<file path="config.mk">
export PLATFORM = sky130hd
export DESIGN_NAME = sram_bus_arbiter_flat
export DESIGN_NICKNAME = d
export VERILOG_FILES = /design/src/rtl/sram_bus_arbiter_if.sv /design/src/rtl/sram_bus_arbiter.sv /design/src/flat_wrapper.sv
export SDC_FILE = /design/constraint.sdc
export NUM_CORES = 1
export LEC_CHECK = 0
export CORE_MARGIN = 8
export CORE_UTILIZATION = 44
export CTS_CLUSTER_DIAMETER = 120
export DETAILED_ROUTE_END_ITERATION = 8
export PLACE_DENSITY = 0.79
export SKIP_LAST_GASP = 1
export SYNTH_ARGS = -nofsm -noshare
export SYNTH_HDL_FRONTEND = slang
export SYNTH_SLANG_ARGS = --single-unit
</file>
<file path="constraint.sdc">
create_clock -name clk100 -period 2 [get_ports clk100]
set_clock_uncertainty 0.05 [all_clocks]
set_input_delay 0.4 -clock clk100 [delete_from_list [all_inputs] [get_ports clk100]]
set_output_delay 0.4 -clock clk100 [all_outputs]
set_load 0.05 [all_outputs]
</file>
<file path="src/rtl/sram_bus_arbiter_if.sv">
// sram_bus_arbiter_if: CPU port, DMA port and SRAM pins around the arbiter.
interface sram_bus_arbiter_if;
  logic        cpu_strobe;
  logic        cpu_we;
  logic [17:0] cpu_addr;
  logic [7:0]  cpu_wdata;
  logic [7:0]  cpu_rdata;
  logic        dma_req;
  logic        dma_we;
  logic [17:0] dma_addr;
  logic [7:0]  dma_wdata;
  logic [7:0]  dma_rdata;
  logic        dma_ack;
  logic [17:0] sram_addr;
  logic [7:0]  sram_dout;
  logic        sram_drive;
  logic [7:0]  sram_din;
  logic        n_sram_cs;
  logic        n_sram_oe;
  logic        n_sram_we;
  modport slave (
    input  cpu_strobe, cpu_we, cpu_addr, cpu_wdata, dma_req, dma_we, dma_addr, dma_wdata, sram_din,
    output cpu_rdata, dma_rdata, dma_ack, sram_addr, sram_dout, sram_drive, n_sram_cs, n_sram_oe, n_sram_we
  );
  modport master (
    output cpu_strobe, cpu_we, cpu_addr, cpu_wdata, dma_req, dma_we, dma_addr, dma_wdata, sram_din,
    input  cpu_rdata, dma_rdata, dma_ack, sram_addr, sram_dout, sram_drive, n_sram_cs, n_sram_oe, n_sram_we
  );
endinterface

</file>
<file path="src/rtl/sram_bus_arbiter.sv">
// sram_bus_arbiter: shares one async SRAM between the CPU (priority) and a DMA master,
// sequencing CS/OE/WE strobes in clk100 cycles with a bounded DMA wait.
module sram_bus_arbiter #(
  parameter int ACCESS_CYCLES = 2,
  parameter int DMA_STARVE    = 4
) (
  input logic             clk100,
  input logic             n_reset,
  sram_bus_arbiter_if.slave bus
);
  localparam int CW = $clog2(ACCESS_CYCLES + 1);
  localparam int SW = $clog2(DMA_STARVE + 1);
  typedef enum logic [1:0] {IDLE, SETUP, STROBE, HOLD} state_t;
  state_t      state_q;
  logic [1:0]  sync_q;
  logic        prev_q;
  logic        cpu_pend_q, cpu_pend_d;
  logic [SW-1:0] starve_q, starve_d;
  logic [CW-1:0] cnt_q;
  logic        we_q, dma_q;
  logic [7:0]  rd_q;
  logic [17:0] addr_q;
  logic [7:0]  dout_q, cpu_rdata_q, dma_rdata_q;
  logic        drive_q, cs_n_q, oe_n_q, we_n_q, ack_q;
  logic        rise, starved, grant_dma, grant_cpu, grant_we;
  always_comb begin
    rise       = sync_q[1] & ~prev_q;
    starved    = starve_q == SW'(DMA_STARVE);
    grant_dma  = (state_q == IDLE) && bus.dma_req && (!cpu_pend_q || starved);
    grant_cpu  = (state_q == IDLE) && cpu_pend_q && !grant_dma;
    grant_we   = grant_dma ? bus.dma_we : bus.cpu_we;
    cpu_pend_d = (cpu_pend_q & ~grant_cpu) | rise;
    starve_d   = grant_dma ? '0 :
                 (grant_cpu && bus.dma_req && !starved) ? starve_q + SW'(1) : starve_q;
  end
  // cpu_strobe comes from the CPU clock domain; only its synchronised rising edge counts
  always_ff @(posedge clk100 or negedge n_reset)
    if (!n_reset) begin
      sync_q     <= '0;
      prev_q     <= 1'b0;
      cpu_pend_q <= 1'b0;
      starve_q   <= '0;
    end else begin
      sync_q     <= {sync_q[0], bus.cpu_strobe};
      prev_q     <= sync_q[1];
      cpu_pend_q <= cpu_pend_d;
      starve_q   <= starve_d;
    end
  always_ff @(posedge clk100 or negedge n_reset)
    if (!n_reset) begin
      state_q     <= IDLE;
      cnt_q       <= '0;
      we_q        <= 1'b0;
      dma_q       <= 1'b0;
      rd_q        <= '0;
      addr_q      <= '0;
      dout_q      <= '0;
      cpu_rdata_q <= '0;
      dma_rdata_q <= '0;
      drive_q     <= 1'b0;
      cs_n_q      <= 1'b1;
      oe_n_q      <= 1'b1;
      we_n_q      <= 1'b1;
      ack_q       <= 1'b0;
    end else begin
      ack_q <= 1'b0;
      case (state_q)
        IDLE:
          if (grant_cpu || grant_dma) begin
            state_q <= SETUP;
            cs_n_q  <= 1'b0;
            dma_q   <= grant_dma;
            we_q    <= grant_we;
            drive_q <= grant_we;
            addr_q  <= grant_dma ? bus.dma_addr : bus.cpu_addr;
            dout_q  <= grant_dma ? bus.dma_wdata : bus.cpu_wdata;
          end
        SETUP: begin
          state_q <= STROBE;
          oe_n_q  <= we_q;
          we_n_q  <= ~we_q;
          cnt_q   <= CW'(ACCESS_CYCLES - 1);
        end
        STROBE:
          if (cnt_q == '0) begin
            state_q     <= HOLD;
            oe_n_q      <= 1'b1;
            we_n_q      <= 1'b1;
            ack_q       <= dma_q;
            rd_q        <= (!we_q && !dma_q) ? bus.sram_din : rd_q;
            dma_rdata_q <= (!we_q && dma_q) ? bus.sram_din : dma_rdata_q;
          end else
            cnt_q <= cnt_q - CW'(1);
        HOLD: begin
          state_q     <= IDLE;
          cs_n_q      <= 1'b1;
          drive_q     <= 1'b0;
          cpu_rdata_q <= (!we_q && !dma_q) ? rd_q : cpu_rdata_q;
        end
        default: state_q <= IDLE;
      endcase
    end
  assign bus.cpu_rdata  = cpu_rdata_q;
  assign bus.dma_rdata  = dma_rdata_q;
  assign bus.dma_ack    = ack_q;
  assign bus.sram_addr  = addr_q;
  assign bus.sram_dout  = dout_q;
  assign bus.sram_drive = drive_q;
  assign bus.n_sram_cs  = cs_n_q;
  assign bus.n_sram_oe  = oe_n_q;
  assign bus.n_sram_we  = we_n_q;
endmodule

</file>
<file path="src/flat_wrapper.sv">
// flat-port wrapper written by rule: the top's interface ports become plain ports
module sram_bus_arbiter_flat 
#(
  parameter int ACCESS_CYCLES = 2,
  parameter int DMA_STARVE    = 4
)
  (clk100, n_reset, bus_cpu_strobe, bus_cpu_we, bus_cpu_addr, bus_cpu_wdata, bus_dma_req, bus_dma_we, bus_dma_addr, bus_dma_wdata, bus_sram_din, bus_cpu_rdata, bus_dma_rdata, bus_dma_ack, bus_sram_addr, bus_sram_dout, bus_sram_drive, bus_n_sram_cs, bus_n_sram_oe, bus_n_sram_we);
  sram_bus_arbiter_if bus_i ();
  input logic clk100;
  input logic n_reset;
  input wire logic [$bits(bus_i.cpu_strobe)-1:0] bus_cpu_strobe;
  input wire logic [$bits(bus_i.cpu_we)-1:0] bus_cpu_we;
  input wire logic [$bits(bus_i.cpu_addr)-1:0] bus_cpu_addr;
  input wire logic [$bits(bus_i.cpu_wdata)-1:0] bus_cpu_wdata;
  input wire logic [$bits(bus_i.dma_req)-1:0] bus_dma_req;
  input wire logic [$bits(bus_i.dma_we)-1:0] bus_dma_we;
  input wire logic [$bits(bus_i.dma_addr)-1:0] bus_dma_addr;
  input wire logic [$bits(bus_i.dma_wdata)-1:0] bus_dma_wdata;
  input wire logic [$bits(bus_i.sram_din)-1:0] bus_sram_din;
  output wire logic [$bits(bus_i.cpu_rdata)-1:0] bus_cpu_rdata;
  output wire logic [$bits(bus_i.dma_rdata)-1:0] bus_dma_rdata;
  output wire logic [$bits(bus_i.dma_ack)-1:0] bus_dma_ack;
  output wire logic [$bits(bus_i.sram_addr)-1:0] bus_sram_addr;
  output wire logic [$bits(bus_i.sram_dout)-1:0] bus_sram_dout;
  output wire logic [$bits(bus_i.sram_drive)-1:0] bus_sram_drive;
  output wire logic [$bits(bus_i.n_sram_cs)-1:0] bus_n_sram_cs;
  output wire logic [$bits(bus_i.n_sram_oe)-1:0] bus_n_sram_oe;
  output wire logic [$bits(bus_i.n_sram_we)-1:0] bus_n_sram_we;
  assign bus_i.cpu_strobe = bus_cpu_strobe;
  assign bus_i.cpu_we = bus_cpu_we;
  assign bus_i.cpu_addr = bus_cpu_addr;
  assign bus_i.cpu_wdata = bus_cpu_wdata;
  assign bus_i.dma_req = bus_dma_req;
  assign bus_i.dma_we = bus_dma_we;
  assign bus_i.dma_addr = bus_dma_addr;
  assign bus_i.dma_wdata = bus_dma_wdata;
  assign bus_i.sram_din = bus_sram_din;
  assign bus_cpu_rdata = bus_i.cpu_rdata;
  assign bus_dma_rdata = bus_i.dma_rdata;
  assign bus_dma_ack = bus_i.dma_ack;
  assign bus_sram_addr = bus_i.sram_addr;
  assign bus_sram_dout = bus_i.sram_dout;
  assign bus_sram_drive = bus_i.sram_drive;
  assign bus_n_sram_cs = bus_i.n_sram_cs;
  assign bus_n_sram_oe = bus_i.n_sram_oe;
  assign bus_n_sram_we = bus_i.n_sram_we;
  sram_bus_arbiter #(.ACCESS_CYCLES(ACCESS_CYCLES), .DMA_STARVE(DMA_STARVE)) u_core (.clk100(clk100), .n_reset(n_reset), .bus(bus_i));
endmodule
</file>
==> results.yml <==
place:
  portBuffers: 112
  dp_hpwl_mm: 6.147
  gp_congestion: 0.8124
  placed_cell_area_sq_um: 4298
critical_path:
  critPathSlowestCell: "clkdlybuf4s50_1"
  critPathMaxFanout: 2
  critPathKind: "flip-flop to output pin"
  cp_num_cells: 1
  ff2ff_path_depth: 5
  reg2reg_from: "u_core.state_q[0]"
  cp_slowest_stage_delay_ns: 0.82
  cp-start-kind: "flip-flop"
  arrival_ns: 1.50
  crit_family: "buffers and inverters"
  endpoint_kind: "output pin"
  r2r-end: "u_core.rd_q[0]"
  critPathBufInv: 1
  reg2reg_slack_ns: 0.23
  crit_required_ns: 1.55
  crit_chain: "clkdlybuf4s50_1"
drt:
  routed_wl_mm: 8.176
  vias: 2573
  drtIter0Drc: 76
  route.detailed.drc: 0
  wl_per_cell_um: 16.22
  ant_nets: 0
  avgViaCountPerCell: 5.105
  drtPass1Iterations: 4
timing:
  timing.setup.tns_ns: 0
  finalCritPeriodShare_pct: 97.73
  maxSlewViolCount: 0
  rsz0062_at_grt: "no"
  slew_headroom_pct: 62.94
  fmax_mhz: 511.6
  hold_violations: 0
  final-setup-viol-count: 0
  period_minus_slack_ns: 1.955
  tightest_slew_ns: 0.5560
floorplanning:
  dieWidth_um: 99.61
  row_count: 30
  die_h_um: 99.61
  start_util_pct: 45.27
  core_sq_um: 6794
  io_pins: 113
  die_area_sq_um: 9921
layout:
  nFillCells: 566
  diodes: 0
  final_common_cell: "clkdlybuf4s50_1"
  syn_to_final_growth_pct: 48.41
  final_cell_area_sq_um: 4564
  layout.nets: 477
  final_layout_size_suffix_gt1_share_pct: 20.59
  layout_common_cells: "76 x clkdlybuf4s50_1, 65 x dfrtp_1, 32 x o21ai_0"
  multi_input_area_sq_um: 1219
  seq_area_sq_um: 1705
cts:
  clk_pin_slew_ns: 0.07
  htreeDepth: 3
  clock_sinks: 68
  clk_latency_ns: 0.34
  cts_buffers: 9
  cts_buffer_depth: 2
  cts_tree: "built"
  cts.root.buffer_cell: "clkbuf_8"
  cts_setup_buffers: 0
synthesis:
  synth-main-ff-cell: "dfrtp_1"
  synth.area.top_cells: "dfrtp_1 53%, mux2_2 9.2%, a31oi_1 5.7%"
  syn_nets: 360
  async_flop_share_pct: 100.0
  synth_edf_count: 0
  synth_top_cell_by_area: "dfrtp_1"
  synth_cell_types: 38
  synth_top_area_share_pct: 52.89
  synth_cells: 286
  ys_seq_area_share_pct: 55.45
  synth_area_sq_um: 3075
  yosys_warnings: 0
  ys_ff_latch: 68
  avgSynthCellArea_sq_um: 10.75
power:
  power_density_nw_per_um2: 1843
  ir_drop_mv: 0.7759
  p_leak_uw: 0.002016
status:
  status: "finished, final reports clean"
hold_path:
  holdPathStages: 0
  hold_path_class: "flip-flop to flip-flop"
  holdPathEnd: "u_core.sync_q[1]"
  min_from: "u_core.sync_q[0]"
global_route:
  antenna_found_initial: 0
  grtUsageTotal_pct: 16.98
  grt_pass1_wl_mm: 13.37
  grt_max_degree: 55
  grt_pass1_vias: 2778
  gr-total-overflow: 0
job:
  drv_cap: 0
-- per-layer routing --
layer  GRT usage [%]  up-vias  routed length [um]
met5               0        -                   0
met4           9.430        0                 218
met3           6.494       19                 645
met2           27.01       93                3826
met1           19.19     1209                3485
li1                -     1252                   -
-- synthesized netlist by cell type (3+ instances only) --
cell type and instances:
buf_2 12, mux2_2 25, a31oi_1 28, nand3_1 29
ha_1 8, nor2_1 29, dfstp_2 3, o21ai_0 32
nand2_1 4, dfrtp_1 65, clkbuf_1 4, inv_1 12
nor2b_1 4
-- power by group --
group	internal (uW)	switching, uW	leakage (uW)
registers	2050	381	0.000799
logic	1700	3030	0.00111
clock network	710	546	0.000110
total	4450	3960	0.00202
-- cells by family after synthesis --
logic type	Yosys count	share of synthesized area, %
AND/OR/NAND/NOR	75	11.88
buffers and inverters	33	4.963
adder cells (fa/ha/maj)	8	3.255
flip-flops	68	55.45
AO/OA/AOI/OAI	75	14.65
multiplexers	27	9.805
-- state kept, by name, summed over array words and instances, names as in the netlist, 2 cells and up --
signal,flops
u_core.bus.cpu_rdata,8
u_core.rd_q,8
u_core.bus.dma_rdata,8
u_core.cnt_q,2
u_core.state_q,2
u_core.sync_q,2
u_core.bus.sram_dout,8
u_core.bus.sram_addr,18
u_core.starve_q,3
-- area by class of cell --
type	instances	share of cell area [%]
multi-input combinational	185	26.70
inverter	12	0.9868
tap	96	2.632
sequential	68	37.36
timing repair buffer	127	27.44
clock inverter	7	2.166
clock buffer	9	2.714
-- timing repair --
item                       in CTS  in global routing
gates resized for setup         1                 14
hold buffers                    1                  0
setup endpoints to repair       1                 14
hold endpoints to repair       17                  0
-- stage by stage --
step	total power (uW)	worst slack, ns	instances	hold WS, ns	util [%]
2_1_floorplan	5657	0.3357	286	0.05441	-
3_3_place_gp	7119	0.2524	487	0.2826	63.26
3_5_place_dp	7248	0.1768	487	0.2865	63.26
4_1_cts	8509	0.0003826	504	0.3036	66.67
5_1_grt	8935	0.0003061	504	0.3131	67.18
6_report	8413	0.04542	504	0.3051	67.18
-- how the worst max path moves through the flow --
stage                            startpoint                       to
global placement                bus_dma_req        u_core.state_q[1]
CTS                 u_core.bus.sram_addr[6]         bus_sram_addr[6]
global route        u_core.bus.cpu_rdata[3]         bus_cpu_rdata[3]
detailed placement              bus_dma_req  u_core.bus.sram_addr[9]
floorplan                 u_core.state_q[0]           u_core.rd_q[0]
finish              u_core.bus.cpu_rdata[3]         bus_cpu_rdata[3]
(Power assumes the default switching activity.)
